`src/rtl/serial_port_router.sv`:
```
// serial_port_router: packs a serial frame bit stream (MSB-first) into WORD_W-bit
// words and delivers them to one of four valid/ready output ports, chosen per frame.
// Compile-time option: define ROUTER_PAD_EN to zero-pad and deliver a trailing
// partial word at frame end; when undefined the partial word is dropped and
// frag_err pulses for one cycle.
module serial_port_router #(
  parameter int WORD_W = 8
) (
  input  logic                  clk,
  input  logic                  rst,
  input  logic                  ser_in,
  input  logic                  ser_valid,
  input  logic [1:0]            port_sel,
  input  logic [3:0]            out_ready,
  input  logic                  clr_err,
  output logic [4*WORD_W-1:0]   dout,
  output logic [3:0]            out_valid,
  output logic [3:0]            ovf,
  output logic                  frag_err,
  output logic                  busy,
  output logic [7:0]            frame_cnt
);

  localparam int CNT_W = $clog2(WORD_W + 1);

  typedef enum logic [1:0] {
    ST_IDLE  = 2'd0,
    ST_RECV  = 2'd1,
    ST_CLOSE = 2'd2
  } state_t;

  state_t              state_q;
  // Only WORD_W-1 bits need storing: the last bit of a word is taken straight
  // from ser_in, and a partial word never holds more than WORD_W-1 bits.
  logic [WORD_W-2:0]   shift_q;
  logic [CNT_W-1:0]    bit_cnt_q;
  logic [1:0]          cur_port_q;
  logic                busy_q;
  logic                frag_err_q;
  logic [7:0]          frame_cnt_q;

  logic [WORD_W-1:0]   port_word_q [4];
  logic [3:0]          valid_q;
  logic [3:0]          ovf_q;

  logic [WORD_W-1:0]   shift_ext;
  logic                word_done_d;
  logic                dlv_en_d;
  logic [WORD_W-1:0]   dlv_word_d;
  logic                frag_d;

  // Shifter contents with the current input bit appended at the LSB.
  assign shift_ext = {shift_q, ser_in};

  // Decide whether a word is handed to the current port this cycle.
  always_comb begin
    word_done_d = (state_q == ST_RECV) && ser_valid &&
                  (bit_cnt_q == CNT_W'(WORD_W - 1));
    dlv_en_d    = word_done_d;
    dlv_word_d  = shift_ext;
    frag_d      = 1'b0;
    if ((state_q == ST_CLOSE) && (bit_cnt_q != '0)) begin
`ifdef ROUTER_PAD_EN
      // Received bits sit at positions bit_cnt..1 of {shift_q,0}; moving them
      // up left-aligns them at the MSB, zero-fills the tail and pushes any
      // stale bits from an earlier word out of the top.
      dlv_en_d   = 1'b1;
      dlv_word_d = {shift_q, 1'b0} << (CNT_W'(WORD_W - 1) - bit_cnt_q);
`else
      frag_d     = 1'b1;
`endif
    end
  end

  // Frame FSM: bit collection, frame close, frame counter, busy and frag_err.
  always_ff @(posedge clk or posedge rst) begin
    if (rst) begin
      state_q     <= ST_IDLE;
      shift_q     <= '0;
      bit_cnt_q   <= '0;
      cur_port_q  <= 2'd0;
      busy_q      <= 1'b0;
      frag_err_q  <= 1'b0;
      frame_cnt_q <= 8'd0;
    end else begin
      frag_err_q <= frag_d;
      case (state_q)
        ST_IDLE: begin
          if (ser_valid) begin
            cur_port_q <= port_sel;
            shift_q    <= shift_ext[WORD_W-2:0];
            bit_cnt_q  <= CNT_W'(1);
            busy_q     <= 1'b1;
            state_q    <= ST_RECV;
          end
        end
        ST_RECV: begin
          if (ser_valid) begin
            shift_q <= shift_ext[WORD_W-2:0];
            if (word_done_d) begin
              bit_cnt_q <= '0;
            end else begin
              bit_cnt_q <= bit_cnt_q + CNT_W'(1);
            end
          end else begin
            state_q <= ST_CLOSE;
          end
        end
        ST_CLOSE: begin
          // Any bit offered here is a protocol violation and is ignored.
          bit_cnt_q   <= '0;
          frame_cnt_q <= frame_cnt_q + 8'd1;
          busy_q      <= 1'b0;
          state_q     <= ST_IDLE;
        end
        default: begin
          state_q <= ST_IDLE;
          busy_q  <= 1'b0;
        end
      endcase
    end
  end

  // Per-port output registers: load on delivery, drop and flag overflow when
  // the held word is not being consumed, clear valid when consumed.
  always_ff @(posedge clk or posedge rst) begin
    if (rst) begin
      for (int p = 0; p < 4; p++) begin
        port_word_q[p] <= '0;
      end
      valid_q <= 4'd0;
      ovf_q   <= 4'd0;
    end else begin
      for (int p = 0; p < 4; p++) begin
        if (dlv_en_d && (cur_port_q == 2'(p))) begin
          if (!valid_q[p] || out_ready[p]) begin
            port_word_q[p] <= dlv_word_d;
            valid_q[p]     <= 1'b1;
          end else begin
            ovf_q[p] <= 1'b1;
          end
        end else if (valid_q[p] && out_ready[p]) begin
          valid_q[p] <= 1'b0;
        end
        // A same-cycle overflow beats the clear request.
        if (clr_err && !(dlv_en_d && (cur_port_q == 2'(p)) &&
                         valid_q[p] && !out_ready[p])) begin
          ovf_q[p] <= 1'b0;
        end
      end
    end
  end

  genvar gi;
  generate
    for (gi = 0; gi < 4; gi++) begin : g_port_out
      assign dout[gi*WORD_W +: WORD_W] = port_word_q[gi];
    end
  endgenerate

  assign out_valid = valid_q;
  assign ovf       = ovf_q;
  assign frag_err  = frag_err_q;
  assign busy      = busy_q;
  assign frame_cnt = frame_cnt_q;

endmodule

```
`config.mk`:
```
export PLATFORM = sky130hd
export DESIGN_NAME = serial_port_router
export DESIGN_NICKNAME = d
export VERILOG_FILES = /design/src/rtl/serial_port_router.sv
export SDC_FILE = /design/constraint.sdc
export NUM_CORES = 1
export LEC_CHECK = 0
export BUFFER_PORTS_ARGS = -buffer_cell sky130_fd_sc_hd__buf_2
export CORE_ASPECT_RATIO = 1.5
export CORE_MARGIN = 2
export CORE_UTILIZATION = 53
export DETAILED_ROUTE_END_ITERATION = 8
export GPL_ROUTABILITY_DRIVEN = 1
export PLACE_DENSITY = 0.86
export SYNTH_ARGS = -nofsm -noshare
export SYNTH_HDL_FRONTEND = slang
export SYNTH_SLANG_ARGS = --single-unit
export TNS_END_PERCENT = 1
```
`constraint.sdc`:
```
create_clock -name clk -period 2.2 [get_ports clk]
set_input_delay 0.33 -clock clk [delete_from_list [all_inputs] [get_ports clk]]
set_output_delay 0.33 -clock clk [all_outputs]
set_load 0.005 [all_outputs]
```
== Word-level counts from Yosys, hierarchy flattened ==
Index checks and enable logic that the tools add are counted.

* Bits in latches: 0
* Bits in read-only memories: 0
* Output and inout port bits: 50
* RAM bits: 0
* Memories: 0
* Flip-flop bits (word level): 65

* $mul: 0
* $lt $le $gt $ge: 0
* Div/mod/pow operators: 0
* $add $sub $neg: 2
* Reductions and logical operators: 69
* Equal/unequal tests: 17
* Multiplexer cells: 34
* Shifts and indexed selects: 0
* Bitwise gates (word level): 1

{| class="wikitable"
|+ Operators with widths
! cell !! number
|-
| 2-bit AND reduction || 16
|-
| 1-bit two-way mux || 26
|-
| 1-bit logical AND || 23
|-
| 2-bit nonzero test || 8
|-
| 2-bit by 1-bit != test with 1-bit output (second input constant) || 7
|-
| 1-bit zero test || 12
|-
| 4-bit two-way mux || 3
|-
| 4-bit case mux with 3 select lines || 1
|-
| 8-bit by 1-bit adder with 8-bit output (second input constant) || 1
|-
| 2-bit != test (second input constant) || 4
|-
| 2-bit equality test (second input constant) || 3
|-
| 4-bit by 1-bit adder with 4-bit output (second input constant) || 1
|-
| 2-bit by 1-bit equality test with 1-bit output (second input constant) || 2
|-
| 4-bit by 3-bit equality test with 1-bit output (second input constant) || 1
|-
| 2-bit zero test || 2
|-
| 1-bit logical OR || 4
|-
| 2-bit two-way mux || 2
|-
| 2-bit case mux with 2 select lines || 1
|-
| 4-bit nonzero test || 1
|-
| 3-bit AND reduction || 1
|-
| 3-bit nonzero test || 1
|-
| 1-bit case mux with 2 select lines || 1
|-
| 2-bit OR reduction || 1
|-
| 1-bit NOT || 1
|}

== Logic depth before layout (Yosys ltp) ==
* Depth in word-level cells: 10
* Gate-level depth with buffers: 7

== Least setup slack after synthesis ==
No wires, ideal clock.

* Path type: register to register
* Start point: reg state_q[1]
* End point: reg port_word_q, in the netlist dout[24]
* Cell stages (with the launch flop): 7
* Setup slack: 0.324 ns
* Period minus slack after synthesis: 1.876 ns
* Library setup time: 0.125 ns
* Required time: 2.075 ns
* Buffers on the path: 1
* Data arrival time: 1.751 ns
* Cell sequence: dfrtp_1 -> inv_1 -> ha_1 -> buf_2 -> inv_1 -> nor4b_4 -> mux2_2

* Cells in the longest elaborated chain, start to end: 5

{| class="wikitable"
|+ Ends and longest elaborated chain
! item !! line !! RTL
|-
| start: declaration || 32 || <nowiki>state_t state_q;</nowiki>
|-
| start signal: assignment || 78 || <nowiki>state_q <= ST_IDLE;</nowiki>
|-
| start signal: assignment || 94 || <nowiki>state_q <= ST_RECV;</nowiki>
|-
| start signal: assignment || 106 || <nowiki>state_q <= ST_CLOSE;</nowiki>
|-
| 2-bit by 1-bit equality test with 1-bit output || 57 || <nowiki>word_done_d = (state_q == ST_RECV) && ser_valid &&</nowiki>
|-
| 1-bit logical AND (2 in a row) || 57 ||
|-
| 1-bit logical AND || 135 || <nowiki>if (dlv_en_d && (cur_port_q == 2'(p))) begin</nowiki>
|-
| 2-bit AND reduction (no line) || -- ||
|-
| end signal: indexed assignment || 137 || <nowiki>port_word_q[p] <= dlv_word_d;</nowiki>
|-
| end: declaration || 42 || <nowiki>logic [WORD_W-1:0] port_word_q [4];</nowiki>
|}

No other way between the ends.
A chain may end at the register's enable or synchronous reset.

== Worst setup path in the final report ==
* Start point: reg bit_cnt_q[1]
* End point: reg port_word_q, in the netlist dout[10]

* Cells in the longest elaborated chain, start to end: 4

{| class="wikitable"
|+ Ends and longest elaborated chain
! item !! line !! RTL
|-
| start: declaration || 36 || <nowiki>logic [CNT_W-1:0] bit_cnt_q;</nowiki>
|-
| start signal: assignment || 103 || <nowiki>bit_cnt_q <= bit_cnt_q + CNT_W'(1);</nowiki>
|-
| 4-bit by 3-bit equality test with 1-bit output || 58 || <nowiki>(bit_cnt_q == CNT_W'(WORD_W - 1));</nowiki>
|-
| 1-bit logical AND || 57 ||
|-
| 1-bit logical AND || 135 ||
|-
| 2-bit AND reduction (no line) || -- ||
|}

No other way between the ends.

==> impl_metrics.csv <==
group,metric,value,unit
layout,diodes,0,
floorplanning,initial_utilization,54.5,%
clock_network,tritoncts_num_sinks,65,
synth,number_of_flops_mapped_to_enable_cells_by_yosys,0,
hold_path,hp-class,"input port to async pin",
route,totalWireLength,5.32,mm
global_route,globalRoute.totalOverflow,0,
route,post-route-drc-count,0,
sta,unrepaired_setup_endpoints_after_global_routing,"no",
place,place_ws,258,ps
layout,final_cell_area,0.00334,mm2
synth,post-synth-top-area-fraction,58.7,%
sta,final-setup-viol-count,0,
worst_setup_path,critical_path_peak_fanout,8,
place,numPlacedInstances,327,
place,dpl-instance-area,0.00316,mm2
clock_network,cts_root_buffer,"clkbuf_8",
sta,post-route-worst-setup-slack,264,ps
sta,final_count_of_pins_violating_max_slew,0,
route,total_number_of_vias,1807,
worst_setup_path,cp.arrival,2160,ps
clock_network,post_cts_buffers,0,
sta,finClkSkew,6.42,ps
sta,max_freq,0.517,GHz
synth,synth-warning-count,0,
floorplanning,core_box_area,0.00508,mm2
synth,asyncSetResetFlopFracSynth,100,%
synth,synth.yosys.seq_area_share,58.7,%
worst_setup_path,crit_required,2420,ps
worst_setup_path,reg2regPathDepth,4,
synth,netlist_area,0.00277,mm2
sta,final.setup.tns,0,ps
clock_network,post_cts_hold_buffer_count,0,
floorplanning,die_height,92.5,um
floorplanning,pin_count,61,
synth,syn-instance-count,202,
clock_network,cts_buffer_depth,2,
route,drt_first_iter_violations,32,
layout,nets,288,
layout,final_common_cell,"dfrtp_1",
synth,netlist.top_cell.by_area,"dfrtp_1",
sta,slew_headroom,59.1,%
clock_network,clkLatencyLatePin,340,ps
synth,syn_area_per_cell,13.7,um2
floorplanning,die_width,63.0,um
clock_network,cts_htree_levels,3,
route,routed_via_density,5.27,
power,power-per-cell-area,980,mW/mm2
power,max-vdd-ir-drop,651,uV
synth,yosys.cell_types.count,39,
worst_setup_path,cp-end-kind,"flop",
synth,synth_fp_nets,220,
global_route,first_global_vias,1798,
layout,final_util,65.6,%
route,detailedRoute.firstPassIterationCount,5,
layout,fin_cells,343,
route,wl_per_cell,15.5,um
place,hpwl,3.78,mm
route,antenna_violating_nets_post_route,0,
run,max-cap-violations,0,
outcome,outcome,"completed",
place,numPortBuffers,60,
power,leakage,1.80,nW
floorplanning,fp.dieArea,0.00583,mm2
sta,worst-slew-pin-transition,612,ps
global_route,wire_length_of_the_first_global_routing_pass,8.69,mm
global_route,grt_start_max_net_pins,39,
synth,synthFlopType,"dfrtp_1",
synth,top_cells_by_area_synth,"dfrtp_1, mux2_2, ha_1, nand2_1, nand4_2",
sta,min_period_over_period,88.0,%
clock_network,tritoncts,"yes",
synth,ys_seq_elements,65,
layout,most-common-layout-cells,"dfrtp_1, buf_2, mux2_2, nand2_1, clkbuf_8",
worst_setup_path,criticalPathCategory,"flop to flop",
clock_network,post_cts_gate_resize_count,0,
worst_setup_path,start_kind,"flop",
clock_network,clk_pin_slew_worst_paths,70,ps
sta,finalCriticalPeriod,1940,ps
global_route,number_of_antenna_violations_at_the_first_check_in_global_routing,0,
place,place_congestion,0.787,
layout,share_of_layout_cells_above_drive_strength_1,46.9,%
global_route,gr-usage-all-layers,20.2,%
layout,flow.area_growth_from_synthesis,20.5,%
clock_network,total_cts_buffers,9,
floorplanning,fp-row-count,32,
sta,finalHoldViolations,0,
-- Yosys cell counts (2+ instances only) --
master,count
ha_1,7
nand3_1,2
a21oi_1,2
o221ai_1,2
nand2b_1,5
nor2_1,8
o21ai_0,2
inv_1,9
nor2b_1,3
dfrtp_1,65
o22ai_1,2
nand4_1,3
mux2_2,43
mux2i_1,3
xnor2_1,3
buf_2,3
nand4_2,3
nand2_1,12
a22o_1,2
xor2_1,4
-- final timing paths --
| path | startpoint | to | slack, ps |
|---|---|---|---|
| max reg2reg | bit_cnt_q[1] | dout[10] | 260 |
| max in group asynchronous | rst | dout[31] | 1520 |
| min | rst | frame_cnt[7] | 60 |
| min in group clk | port_sel[0] | cur_port_q[0] | 230 |
| min reg2reg | frame_cnt[7] | frame_cnt[7] | 470 |
| max | bit_cnt_q[1] | dout[10] | 260 |
-- kinds of logic (layout without fill, tap and decap cells) --
family                     Yosys count  after routing  share of synthesized area (%)
DFF                                 65             65                           58.7
AOI/OAI and AO/OA                   17             17                           4.38
buffers and inverters               16             89                           2.71
and+or+nand+nor                     44             44                           10.3
xor gates and xnor gates             7              7                           2.21
muxes                               46             46                           18.6
adders and majority gates            7              7                           3.16
-- layout make-up --
class                   count  area, um2
inverters                   9       33.8
fillers                   419       1750
repair buffers             64        343
flip-flops and latches     65       1630
clock buffers              11        151
clock inverters             5       30.0
multi-input cells         121       1070
well taps                  68       85.1
-- per-layer routing --
metal,vias to the layer above,track usage (%),routed length [um]
met5,-,0,0
met1,908,23.1,2070
met3,8,6.68,214
met2,44,33.0,2920
li1,847,-,-
met4,0,11.7,115
-- sequential cells by signal, summed over array words and instances (netlist names) --
register    count
bit_cnt_q       4
busy            1
cur_port_q      2
dout           32
frag_err        1
frame_cnt       8
out_valid       4
ovf             4
shift_q         7
state_q         2
-- per-stage QoR --
stage / hold slack, ps / power (W)
floorplan: 435 / 0.00214
global placement: 431 / 0.00234
detailed placement: 444 / 0.00239
CTS: 73.4 / 0.00331
global route: 121 / 0.00348
finish: 58.8 / 0.00327
-- worst max-delay path: stages, from the launching register on --
cell,delay [ps]
dfrtp_1,370
ha_1,250
and4b_1,410
nand4_2,390
mux2_2,390
-- where the power goes --
part	switching (W)	leakage [nW]	internal, W
clock network	0.000443	0.0911	0.000464
logic	0.000371	0.839	0.000365
registers	0.000251	0.873	0.00138
No activity file was read; power rests on OpenSTA's default activity.
